`config.mk`:
```
export PLATFORM = sky130hd
export DESIGN_NAME = fetch_flat
export DESIGN_NICKNAME = d
export VERILOG_FILES = /design/src/rtl/fetch_if.sv /design/src/rtl/fetch.sv /design/src/flat_wrapper.sv
export SDC_FILE = /design/constraint.sdc
export NUM_CORES = 1
export LEC_CHECK = 0
export ABC_AREA = 1
export CORE_ASPECT_RATIO = 0.5
export CORE_MARGIN = 1.5
export CORE_UTILIZATION = 55
export CTS_CLUSTER_DIAMETER = 120
export DETAILED_ROUTE_END_ITERATION = 8
export PLACE_DENSITY_LB_ADDON = 0.2
export SLEW_MARGIN = 20
export SYNTH_ARGS = -nofsm -noshare
export SYNTH_HDL_FRONTEND = slang
export SYNTH_SLANG_ARGS = --single-unit
```
`constraint.sdc`:
```
create_clock -name aclk -period 2.9 [get_ports aclk]
set_clock_uncertainty 0.1 [all_clocks]
set_input_delay 0.58 -clock aclk [delete_from_list [all_inputs] [get_ports aclk]]
set_output_delay 0.58 -clock aclk [all_outputs]
set_load 0.005 [all_outputs]
```
`src/rtl/fetch_if.sv`:
```
`default_nettype none
// ============================================================================
//  Module      : fetch_if
//  Description : Fetch-stage bundle: execute redirect, instruction-memory
//                AR/R read channel, decode-side stream and fault pulse.
//  Revision    : 1.0 - initial release
// ============================================================================
interface fetch_if;
    logic        redirect;
    logic [31:0] target;
    logic [31:0] araddr;
    logic        arvalid;
    logic        arready;
    logic [31:0] rdata;
    logic [1:0]  rresp;
    logic        rvalid;
    logic        rready;
    logic [63:0] tdata;
    logic        tvalid;
    logic        tready;
    logic        fault;

    // Fetch stage side
    modport master (
        input  redirect, target, arready, rdata, rresp, rvalid, tready,
        output araddr, arvalid, rready, tdata, tvalid, fault
    );

    // Environment side (execute, memory, decode)
    modport slave (
        output redirect, target, arready, rdata, rresp, rvalid, tready,
        input  araddr, arvalid, rready, tdata, tvalid, fault
    );
endinterface
`default_nettype wire

```
`src/rtl/fetch.sv`:
```
`default_nettype none
// ============================================================================
//  Module      : fetch
//  Description : Instruction fetch stage. Holds the PC, issues word reads,
//                returns {pc, ir} pairs to decode and squashes wrong-path
//                fetches on a redirect. Credits bound outstanding reads plus
//                buffered results to DEPTH, so the R channel never stalls.
//  Revision    : 1.0 - initial release
// ============================================================================
module fetch #(
    parameter logic [31:0] RESET_ADDR = 32'h0000_0000,
    parameter int          DEPTH      = 2
) (
    input  logic    aclk,
    input  logic    aresetn,
    fetch_if.master fi
);
    localparam int          AW      = $clog2(DEPTH);
    localparam int          CW      = AW + 1;
    localparam logic [CW:0] C_DEPTH = (CW+1)'(DEPTH);

    logic [31:0] pc_q, pc_d;
    logic        run_q;
    logic        ar_hold_q, ar_hold_d;
    logic        ar_stale_q, ar_stale_d;
    logic [31:0] ar_addr_q;
    logic [31:0] afifo_q [DEPTH];
    logic [AW-1:0] af_wp_q, af_rp_q;
    logic [CW-1:0] inflight_q, inflight_d;
    logic [63:0] obuf_q [DEPTH];
    logic [AW-1:0] ob_wp_q, ob_wp_d, ob_rp_q, ob_rp_d;
    logic [CW-1:0] occ_q, occ_d;
    logic [CW-1:0] drop_q, drop_d;
    logic        fault_q, fault_d;

    logic        w_pop, w_push, w_credit_ok;
    logic        w_arvalid, w_ar_hs, w_r_hs;
    logic [31:0] w_araddr, w_head;
    logic [63:0] w_entry;
    logic        w_unused;

    // The slot freed by a same-cycle pop is reusable, giving 1 fetch/cycle.
    assign w_pop       = (occ_q != '0) & fi.tready;
    assign w_credit_ok = (({1'b0, inflight_q} + {1'b0, occ_q})
                          - {{CW{1'b0}}, w_pop}) < C_DEPTH;
    // A held request keeps arvalid/araddr stable regardless of redirect.
    assign w_arvalid   = ar_hold_q | (run_q & ~fi.redirect & w_credit_ok);
    assign w_araddr    = ar_hold_q ? ar_addr_q : pc_q;
    assign w_ar_hs     = w_arvalid & fi.arready;
    assign w_r_hs      = fi.rvalid & run_q;
    assign w_head      = afifo_q[af_rp_q];
    // Beats in a redirect cycle or owed to the drop count never enter the buffer.
    assign w_push      = w_r_hs & ~fi.redirect & (drop_q == '0);
    assign w_entry     = {w_head, (fi.rresp == 2'b00) ? fi.rdata : 32'h0000_0000};
    assign w_unused    = ^fi.target[1:0];

    // Next-state computation for PC, request hold, counters and buffer pointers.
    always_comb begin
        pc_d       = pc_q;
        ar_hold_d  = w_arvalid & ~fi.arready;
        ar_stale_d = ar_hold_d & (ar_stale_q | fi.redirect);
        inflight_d = inflight_q + CW'(w_ar_hs) - CW'(w_r_hs);
        occ_d      = occ_q + CW'(w_push) - CW'(w_pop);
        ob_wp_d    = ob_wp_q + AW'(w_push);
        ob_rp_d    = ob_rp_q + AW'(w_pop);
        drop_d     = drop_q;
        fault_d    = w_push & (fi.rresp != 2'b00);
        if (fi.redirect) begin
            pc_d    = {fi.target[31:2], 2'b00};
            occ_d   = '0;
            ob_wp_d = '0;
            ob_rp_d = '0;
            // Everything still owed a response after this cycle is wrong-path.
            drop_d  = inflight_q + CW'(w_arvalid) - CW'(w_r_hs);
        end else begin
            // A held request issued before a redirect must not advance the new PC.
            if (w_ar_hs && !(ar_hold_q && ar_stale_q)) begin
                pc_d = pc_q + 32'd4;
            end
            if (w_r_hs && (drop_q != '0)) begin
                drop_d = drop_q - CW'(1);
            end
        end
    end

    // Control and counter registers.
    always_ff @(posedge aclk or negedge aresetn) begin
        if (!aresetn) begin
            pc_q       <= RESET_ADDR;
            run_q      <= 1'b0;
            ar_hold_q  <= 1'b0;
            ar_stale_q <= 1'b0;
            ar_addr_q  <= '0;
            inflight_q <= '0;
            occ_q      <= '0;
            ob_wp_q    <= '0;
            ob_rp_q    <= '0;
            drop_q     <= '0;
            fault_q    <= 1'b0;
        end else begin
            pc_q       <= pc_d;
            run_q      <= 1'b1;
            ar_hold_q  <= ar_hold_d;
            ar_stale_q <= ar_stale_d;
            ar_addr_q  <= w_araddr;
            inflight_q <= inflight_d;
            occ_q      <= occ_d;
            ob_wp_q    <= ob_wp_d;
            ob_rp_q    <= ob_rp_d;
            drop_q     <= drop_d;
            fault_q    <= fault_d;
        end
    end

    // Address FIFO pairs each returning beat with the PC it was fetched from.
    always_ff @(posedge aclk or negedge aresetn) begin
        if (!aresetn) begin
            af_wp_q <= '0;
            af_rp_q <= '0;
            for (int i = 0; i < DEPTH; i++) begin
                afifo_q[i] <= '0;
            end
        end else begin
            if (w_ar_hs) begin
                afifo_q[af_wp_q] <= w_araddr;
                af_wp_q          <= af_wp_q + AW'(1);
            end
            if (w_r_hs) begin
                af_rp_q <= af_rp_q + AW'(1);
            end
        end
    end

    // Output buffer storage; pointers are managed with the control registers.
    always_ff @(posedge aclk or negedge aresetn) begin
        if (!aresetn) begin
            for (int i = 0; i < DEPTH; i++) begin
                obuf_q[i] <= '0;
            end
        end else if (w_push) begin
            obuf_q[ob_wp_q] <= w_entry;
        end
    end

    assign fi.araddr  = w_araddr;
    assign fi.arvalid = w_arvalid;
    assign fi.rready  = run_q;
    assign fi.tdata   = obuf_q[ob_rp_q];
    assign fi.tvalid  = (occ_q != '0);
    assign fi.fault   = fault_q;
endmodule
`default_nettype wire
```
`src/flat_wrapper.sv`:
```
// flat-port wrapper written by rule: the top's interface ports become plain ports
module fetch_flat 
#(
    parameter logic [31:0] RESET_ADDR = 32'h0000_0000,
    parameter int          DEPTH      = 2
)
  (aclk, aresetn, fi_redirect, fi_target, fi_arready, fi_rdata, fi_rresp, fi_rvalid, fi_tready, fi_araddr, fi_arvalid, fi_rready, fi_tdata, fi_tvalid, fi_fault);
  fetch_if fi_i ();
  input  logic aclk;
  input  logic aresetn;
  input wire logic [$bits(fi_i.redirect)-1:0] fi_redirect;
  input wire logic [$bits(fi_i.target)-1:0] fi_target;
  input wire logic [$bits(fi_i.arready)-1:0] fi_arready;
  input wire logic [$bits(fi_i.rdata)-1:0] fi_rdata;
  input wire logic [$bits(fi_i.rresp)-1:0] fi_rresp;
  input wire logic [$bits(fi_i.rvalid)-1:0] fi_rvalid;
  input wire logic [$bits(fi_i.tready)-1:0] fi_tready;
  output wire logic [$bits(fi_i.araddr)-1:0] fi_araddr;
  output wire logic [$bits(fi_i.arvalid)-1:0] fi_arvalid;
  output wire logic [$bits(fi_i.rready)-1:0] fi_rready;
  output wire logic [$bits(fi_i.tdata)-1:0] fi_tdata;
  output wire logic [$bits(fi_i.tvalid)-1:0] fi_tvalid;
  output wire logic [$bits(fi_i.fault)-1:0] fi_fault;
  assign fi_i.redirect = fi_redirect;
  assign fi_i.target = fi_target;
  assign fi_i.arready = fi_arready;
  assign fi_i.rdata = fi_rdata;
  assign fi_i.rresp = fi_rresp;
  assign fi_i.rvalid = fi_rvalid;
  assign fi_i.tready = fi_tready;
  assign fi_araddr = fi_i.araddr;
  assign fi_arvalid = fi_i.arvalid;
  assign fi_rready = fi_i.rready;
  assign fi_tdata = fi_i.tdata;
  assign fi_tvalid = fi_i.tvalid;
  assign fi_fault = fi_i.fault;
  fetch #(.RESET_ADDR(RESET_ADDR), .DEPTH(DEPTH)) u_core (.aclk(aclk), .aresetn(aresetn), .fi(fi_i));
endmodule
```
### Word-level counts from Yosys, hierarchy flattened

Index checks and enable logic that the tools add are counted.

| cells by class | value |
|---|---|
| add/subtract/negate cells | 14 |
| magnitude comparators | 7 |
| multiplexer cells | 21 |
| bitwise gates (word level) | 18 |
| reduce and logical (&&, ||, !) cells | 13 |

Operator list:

| operator | count |
|---|---|
| 32-bit two-way mux | 8 |
| 64-bit two-way mux | 4 |
| 128-bit bitwise mux | 1 |
| 64-bit bitwise mux | 1 |
| 64-bit demux with 1-bit select | 1 |
| 32-bit by 3-bit adder with 32-bit output (second input constant) | 1 |
| 32-bit demux with 1-bit select | 1 |
| 1-bit bitwise AND | 10 |
| 2-bit nonzero test | 5 |
| 2-bit >= comparator (second input constant) | 4 |
| 1-bit NOT with 2-bit output | 4 |
| 2-bit by 1-bit adder with 2-bit output | 3 |
| 2-bit two-way mux | 3 |
| 2-bit by 1-bit subtractor with 2-bit output | 3 |
| 1-bit logical AND | 5 |
| 2-bit zero test | 2 |
| 2-bit by 1-bit less-than comparator with 1-bit output (second input constant) | 2 |
| 2-bit by 2-bit adder with 3-bit output | 1 |
| 3-bit by 2-bit less-than comparator with 1-bit output (second input constant) | 1 |
| 3-bit by 1-bit subtractor with 3-bit output | 1 |
| 1-bit adder | 2 |
| 1-bit adder (second input constant) | 2 |
| 1-bit two-way mux | 2 |
| 1-bit NOT | 2 |
| 3 further kinds | 4 |

| storage, ports and cells | value |
|---|---|
| bits in registers | 270 |
| bits of input ports | 72 |
| output and inout port bits | 100 |
| word-level logic and storage cells | 90 |

### Longest topological paths before layout

Gate-level depths: netlist (run 1).

| logic depth | value |
|---|---|
| depth in word-level cells | 10 |
| depth in mapped cells | 20 |
| gate-level depth less buffers | 20 |

### Worst setup path after synthesis (run 1)

OpenSTA, ideal clock, no wires.

| timing | value |
|---|---|
| path type | in2reg |
| start point | input fi_tready |
| end point | register u_core.drop_q[1] |
| setup time | 0.123 ns |
| arrival time | 2.571 ns |
| data required time | 2.677 ns |
| path slack | 0.106 ns |
| stages on the path | 16 |
| buffers on the path | 0 |
| cells stage by stage | nand2_1 nor2_1 o21ai_0 fa_1 nand2_1 nor2_1 nand2_1 nand2_2 inv_1 ha_1 inv_1 ha_1 xor2_1 a21oi_1 o21ai_0 nand2_1 |

| between the ends | value |
|---|---|
| cells in the longest elaborated chain, start to end | 8 |

RTL lines:

| item | RTL line | source |
|---|---|---|
| start: declaration | flat_wrapper.sv:17 | `input wire logic [$bits(fi_i.tready)-1:0] fi_tready;` |
| 1-bit bitwise AND | fetch.sv:43 | `assign w_pop = (occ_q != '0) & fi.tready;` |
| 3-bit by 1-bit subtractor with 3-bit output | fetch.sv:45 | `- {{CW{1'b0}}, w_pop}) < C_DEPTH;` |
| 3-bit by 2-bit less-than comparator with 1-bit output | fetch.sv:45 |  |
| 1-bit bitwise AND | fetch.sv:47 | `assign w_arvalid = ar_hold_q \| (run_q & ~fi.redirect & w_credit_ok);` |
| 1-bit OR | fetch.sv:47 |  |
| via fi_arvalid | flat_wrapper.sv:19 | `output wire logic [$bits(fi_i.arvalid)-1:0] fi_arvalid;` |
| 2-bit by 1-bit adder with 2-bit output | fetch.sv:74 | `drop_d = inflight_q + CW'(w_arvalid) - CW'(w_r_hs);` |
| 2-bit by 1-bit subtractor with 2-bit output | fetch.sv:74 |  |
| 2-bit two-way mux | fetch.sv:68 | `if (fi.redirect) begin` |
| end signal: assignment | fetch.sv:110 | `drop_q <= drop_d;` |
| end: declaration | fetch.sv:33 | `logic [CW-1:0] drop_q, drop_d;` |

The timed path passes the listed nets, and every way through them passes these cells.
A chain may end at the register's enable or synchronous reset.

### Worst setup path after layout (run 1)

| timing | value |
|---|---|
| start point | register u_core.occ_q[1] |
| end point | output fi_arvalid |

| between the ends | value |
|---|---|
| cells in the longest elaborated chain, start to end | 6 |
| elaborated cells between the ends (all ways) | 7 |
| classes of those cells | add/sub: 2; order compare: 1; bitwise: 3; reduce/logical: 1 |

RTL lines:

| item | RTL line | source |
|---|---|---|
| start: declaration | fetch.sv:32 | `logic [CW-1:0] occ_q, occ_d;` |
| start signal: assignment | fetch.sv:95 | `occ_q <= '0;` |
| start signal: assignment | fetch.sv:107 | `occ_q <= occ_d;` |
| parallel branches: the longest is 2 deep, another holds 2-bit by 2-bit adder with 3-bit output | -- |  |
| 3-bit by 1-bit subtractor with 3-bit output * | fetch.sv:45 |  |
| 3-bit by 2-bit less-than comparator with 1-bit output * | fetch.sv:45 |  |
| 1-bit bitwise AND * | fetch.sv:47 |  |
| 1-bit OR * | fetch.sv:47 |  |
| end: declaration | flat_wrapper.sv:19 |  |

Every way passes the cells marked *.

==> key figures, run 1 <==
STA
  – RSZ-0062 raised after global routing: true
  – Worst slew pin tran: 0.805 ns
  – Setup ws final: -0.0534 ns
  – Hold slack final: 0.368 ns
  – Final Hold Fails: 0
  – Fmax achieved: 339 MHz
  – Final Max Tran Viols: 0
  – # setup viols final: 1
  – Min cycle time layout: 2.95 ns
  – Max_slew headroom: 0.463
  – Setup TNS: -0.0534 ns
  – Final cycle utilization of the critical path: 1.02

GRT
  – Largest net degree at the start of global routing: 76
  – Final global-route overflow total: 0
  – Vias in the first global route: 10400
  – Initial antenna violation count: 0
  – Total global-route track usage: 0.282
  – First-pass GRT wire length: 52.8 mm

Worst hold path
  – Hold/Removal Path Class: reg -> reg

Worst setup path
  – Critical path fanouts, max: 3
  – Critical Path RT: 2.22 ns
  – WS Path Type: reg -> out
  – Crit. End Element: output port
  – Critical path data arrival time: 2.27 ns
  – CP Launch Type: register

Clock tree
  – Clock Pin Slew Worst Setup and Hold Paths: 0.07 ns
  – Max Root-Sink Buffers: 3
  – Skew-Pair Late Insertion Delay: 0.53 ns
  – H-tree depth: 1
  – Num CTS Buffers: 24
  – CTS tree: yes
  – CTS Sinks: 268
  – Root Buffer: clkbuf_16

Placement
  – DP HPWL: 21.7 mm
  – Post-place setup slack: -0.428 ns
  – Input/output buffers: 169
  – Placed Cells: 2024
  – GPL Wtd Cong: 0.921

Route
  – DRC Markers: 0
  – DR iter-0 viols: 1274
  – Drt pass-1 iters: 7
  – DRT antenna net count: 0
  – WL final: 33.0 mm
  – Vias: 11000
  – Wire per inst: 15.9 µm
  – Vias per cell: 5.30

Yosys
  – Seq cells post-synth: 268
  – Synth cell count leaders: 745 x nand2_1, 268 x dfrtp_1, 227 x o21ai_0, 94 x inv_1, 49 x clkbuf_1
  – Mapped Area: 12400 µm²
  – Seq/Total Area, Yosys: 0.542
  – Post-synth EDFFs: 0
  – Top-count cell post-synth: nand2_1
  – Ys async rst share: 1.00
  – Synth area leader: dfrtp_1
  – Post-synth top area share: 0.542
  – Avg Inst Size Synth: 7.78 µm²
  – Post-synthesis cell count: 1591
  – Ranking of synthesized cells by area: dfrtp_1 54%, nand2_1 23%, o21ai_0 9.2%
  – Syn_nets: 1675
  – Main synth FF type: dfrtp_1
  – Cell variety after synth: 30
  – Syn. warnings: 0

Floorplan
  – Chip width: 215 µm
  – Boundary Pins: 172
  – Height of the die: 109 µm
  – Die ar.: 23500 µm²
  – Initial Utilization: 0.566
  – Core ar.: 21900 µm²
  – Placement Rows: 38

Finish
  – Share of cells above drive strength 1: 0.0827
  – Ant. Diodes: 0
  – # fillers: 1699
  – Core Util, Final: 0.715
  – Syn-to-layout area delta: 26.5%
  – Multi-input gate area: 5010 µm²
  – Sequential cell area: 6710 µm²
  – Final Non-Filler Cells: 2077
  – Final #Nets: 1843

Pwr
  – Leakage: 7.56 nW
  – Peak VDD IR: 420 µV
  – Power per cell area: 964 nW/µm²

Status
  – Failing checks: negative setup slack
  – Status: complete, but fails checks

Run
  – Max Cap Violations: 0
[state kept, by name (all words and copies together) (netlist names)]
name,flops
u_core.af_rp_q,1
u_core.af_wp_q,1
u_core.afifo_q,64
u_core.ar_addr_q,32
u_core.ar_hold_q,1
u_core.ar_stale_q,1
u_core.drop_q,2
u_core.fi.fault,1
u_core.fi.rready,1
u_core.inflight_q,2
u_core.ob_rp_q,1
u_core.ob_wp_q,1
u_core.obuf_q,128
u_core.occ_q,2
u_core.pc_q,30
[critical path, cell delays in order (launching register included)]
cell,delay (ns)
dfrtp_1,0.40
inv_2,0.08
nand2_2,0.06
nand2_2,0.09
inv_2,0.06
nor2_4,0.10
o21ai_2,0.07
fa_1,0.50
nand2_1,0.05
nor2_1,0.08
nand2_1,0.07
nand2_2,0.09
buf_6,0.10
[logic make-up (layout without fill, tap and decap cells)]
| kind of cell | after synthesis | count (layout) | share of synthesized area |
|---|---|---|---|
| AO/OA/AOI/OAI | 254 | 254 | 0.103 |
| XOR/XNOR | 10 | 10 | 0.00708 |
| adder cells (fa/ha/maj) | 12 | 12 | 0.0127 |
| buffers and inverters | 180 | 366 | 0.0586 |
| flip-flops | 268 | 268 | 0.542 |
| other | 1 | 1 | 0.000303 |
| AND/OR/NAND/NOR | 866 | 866 | 0.276 |
[path summary, 6_finish.rpt]
| kind | start | end | slack [ns] | depth (start not counted) |
|---|---|---|---|---|
| max in group asynchronous | aresetn | u_core.ar_addr_q[3] | 1.49 | 3 |
| worst min register to register | u_core.afifo_q[56] | u_core.afifo_q[56] | 0.37 | 2 |
| min in group asynchronous | aresetn | u_core.pc_q[22] | 0.41 | 2 |
| worst max register to register | u_core.occ_q[1] | u_core.drop_q[1] | 0.07 | 19 |
| worst min-delay path | u_core.afifo_q[56] | u_core.afifo_q[56] | 0.37 | 2 |
| worst max-delay path | u_core.occ_q[1] | fi_arvalid | -0.05 | 12 |
[timing repair]
action	CTS	global route
setup buffers	1	6
pin swaps	0	7
endpoints found under the hold margin	29	0
gates resized for setup	28	21
hold buffers	1	0
gates cloned	0	1
endpoints found under the setup margin	74	68
[where the power goes]
part | leakage, nW | internal, W | switching, W
registers | 3.49 | 0.00501 | 0.000776
logic | 3.65 | 0.00262 | 0.00322
clock network | 0.425 | 0.00202 | 0.00144
total | 7.56 | 0.00965 | 0.00544
[area by class of cell]
class | instances | area share
Sequential cell | 268 | 0.429
Multi-Input combinational cell | 1143 | 0.320
Tap cell | 300 | 0.0240
Timing Repair Buffer | 225 | 0.149
Clock buffer | 30 | 0.0431
Inverter | 97 | 0.0234
Clock inverter | 14 | 0.0120
[cells in the final DEF, fill, tap and decap left out, drive strengths merged]
cell / count
xnor2: 5
ha: 11
nand3b: 1
dfrtp: 268
clkinv: 11
a31oi: 1
clkdlybuf4s50: 167
conb: 1
nor3: 1
or2: 6
o21ai: 243
clkinvlp: 1
nor2: 57
inv: 95
clkbuf: 31
nand4: 1
nand3: 46
nor4: 1
fa: 1
and2: 3
nand2: 750
xor2: 5
dlygate4sd3: 1
buf: 56
o211ai: 3
bufinv: 4
a21oi: 7
[metrics by stage]
stage | total power [W] | cell area, µm²
6_report | 0.0151 | 15600
5_1_grt | 0.0161 | 15600
4_1_cts | 0.0149 | 15500
3_5_place_dp | 0.0113 | 14600
3_3_place_gp | 0.0111 | 14600
2_1_floorplan | 0.00842 | 12400
[layer usage]
metal  wire [µm]  global-route usage
met3        2040              0.0396
met5           0                   0
met2       14800               0.446
met4         754              0.0704
met1       15300               0.415
(Power assumes the default switching activity.)
==> inputs of run 2 (changes only) <==
CORE_UTILIZATION = 40   (was 55)
CTS_BUF_LIST = sky130_fd_sc_hd__clkbuf_16   (was not set)
==> key figures, run 2 (synthesis results as in run 1) <==
Finish
  – Most frequent cells in the layout: 743 x nand2_1, 265 x dfrtp_1, 205 x o21ai_0
  – Share of cells above drive strength 1: 0.0908
  – Top flop regs: u_core.obuf_q (128), u_core.afifo_q (64), u_core.ar_addr_q (32)
  – Core Util, Final: 0.523
  – Fin area: 15900 µm²
  – Final #Nets: 1851
  – Register with the most flip-flops: u_core.obuf_q
  – Largest register FFs: 128
  – Ant. Diodes: 0
  – Syn-to-layout area delta: 28.3%
  – Commonest non-fill, non-tap cell in the layout: nand2_1
  – # fillers: 2988

STA
  – Final Max Tran Viols: 0
  – RSZ-0062 raised after global routing: true
  – # setup viols final: 3
  – Setup TNS: -0.185 ns
  – Max_slew headroom: 0.605
  – Fmax achieved: 335 MHz
  – Min cycle time layout: 2.98 ns
  – Setup ws final: -0.0814 ns
  – Worst slew pin tran: 0.592 ns
  – Final Hold Fails: 0
  – Final cycle utilization of the critical path: 1.03

Worst setup path
  – R2R Path End: u_core.drop_q[1]
  – Sequence of cells on the critical path: clkbuf_2, o21ai_1, clkdlybuf4s50_1
  – Worst R2R Start: u_core.occ_q[1]
  – CP delay by family, top: buffers and inverters
  – WS Path Type: reg -> out
  – Slowest stage delay, CP: 0.60 ns
  – R2r setup slk: 0.03 ns
  – Critical path data arrival time: 2.30 ns
  – Critical Path RT: 2.22 ns
  – CP Launch Type: register
  – Critical Path Slowest Stage Cell: clkdlybuf4s50_1
  – Crit path launch: u_core.ar_hold_q
  – Critical path fanouts, max: 8
  – Crit. End Element: output port
  – Buf/Inv on CP: 2
  – Register-to-Register Path Depth: 19

Run
  – Max Cap Violations: 0

Clock tree
  – Skew-Pair Late Insertion Delay: 0.54 ns
  – CTS Sinks: 268
  – H-tree depth: 1
  – CTS tree: yes
  – Num CTS Buffers: 26
  – Max Root-Sink Buffers: 3
  – Clock Pin Slew Worst Setup and Hold Paths: 0.06 ns
  – Root Buffer: clkbuf_16

Pwr
  – Power per cell area: 962 nW/µm²
  – Combinational power share: 0.382
  – Switching power: 0.00540 W
  – Leakage: 7.62 nW
  – Peak VDD IR: 490 µV
  – Sw Ratio: 0.354
  – Reg power frac: 0.372
  – Clk pwr share: 0.245
  – Internal cell power: 0.00988 W

Route
  – Top layer in use: met4
  – Vias: 10500
  – WL met3: 1.36 mm
  – DRT antenna net count: 0
  – Met2 wire length: 14.5 mm
  – Vias per cell: 4.83
  – DRC Markers: 0
  – WL met1: 16.0 mm
  – Wire per inst: 14.9 µm
  – Drt pass-1 iters: 5
  – DR iter-0 viols: 894
  – WL final: 32.5 mm

Floorplan
  – Initial Utilization: 0.408
  – Height of the die: 127 µm
  – Die ar.: 32100 µm²
  – Placement Rows: 45
  – Chip width: 252 µm
  – Core ar.: 30300 µm²
  – Boundary Pins: 172

GRT
  – Final global-route overflow total: 0
  – Vias in the first global route: 9967
  – First-pass GRT wire length: 52.9 mm
  – Initial antenna violation count: 0
  – Largest net degree at the start of global routing: 129
  – Total global-route track usage: 0.205

Worst hold path
  – Hold/Removal Path Class: reg -> reg
  – Worst hold endpoint: u_core.afifo_q[53]
  – Min-delay src: u_core.afifo_q[53]
  – Hold Crit Depth: 2

Placement
  – GPL Wtd Cong: 0.883
  – Post-DP Area: 14700 µm²
  – DP HPWL: 21.6 mm
  – Input/output buffers: 169

Status
  – Status: complete, but fails checks
  – Failing checks: negative setup slack
==> run 2: changes by cell type in the layout (fill, tap and decap cells not counted), moves of 3 or more <==
| cell | delta |
|---|---|
| buf_4 | +7 |
| buf_6 | -4 |
| clkbuf_8 | -3 |
| clkinv_2 | +3 |
| o21ai_0 | -4 |
| o21ai_2 | +3 |
==> run 2: power by group through the flow <==
stage                     sequential, W  combinational (W)  clock [W]
after global placement          0.00572            0.00550          0
after global routing            0.00583            0.00653    0.00400
after CTS                       0.00567            0.00578    0.00383
final                           0.00569            0.00584    0.00375
after floorplan                 0.00554            0.00288          0
after detailed placement        0.00575            0.00557          0
==> run 2: worst max-delay path by stage <==
stage | end | cells past startpoint
finish | fi_araddr[22] | 3
global route | fi_arvalid | 12
CTS | fi_arvalid | 12
detailed placement | fi_arvalid | 10
global placement | fi_arvalid | 10
floorplan | u_core.drop_q[1] | 16
==> run 2: worst min-delay path, stage by stage, from the launching register on <==
cell	delay (ns)
dfrtp_1	0.34
nand2_1	0.05
nand2_1	0.04
==> run 2: cell type report <==
cell class,instances,area (µm²),area share
repair buffers,231,2360,0.148
clock buffers,27,676,0.0425
inverters,97,367,0.0231
clock inverters,19,262,0.0165
flip-flops and latches,268,6710,0.423
well taps,399,499,0.0314
multi-input cells,1143,5010,0.315
==> run 2: per-stage QoR <==
stage / power (W) / cells / hold slack, ns / worst slack [ns]
4_1_cts: 0.0153 / 2179 / 0.370 / -0.0783
6_report: 0.0153 / 2184 / 0.366 / -0.0814
3_3_place_gp: 0.0112 / 2124 / 0.349 / -0.418
3_5_place_dp: 0.0113 / 2124 / 0.353 / -0.484
5_1_grt: 0.0164 / 2184 / 0.384 / -0.199
2_1_floorplan: 0.00842 / 1591 / 0.184 / 0.106
==> run 2: repair_timing <==
action                                  in CTS  in global routing
cloned                                       0                  1
pin swaps                                    1                  1
hold buffers                                 1                  0
endpoints found under the hold margin       59                  0
endpoints found under the setup margin      70                 14
resized for setup                           35                 17
buffers inserted                             8                  4
==> run 2: per-layer routing <==
| metal | up-vias | GRT usage |
|---|---|---|
| met5 | - | 0 |
| met4 | 0 | 0.0485 |
| met3 | 42 | 0.0295 |
| met2 | 217 | 0.319 |
| met1 | 4955 | 0.303 |
| li1 | 5331 | - |
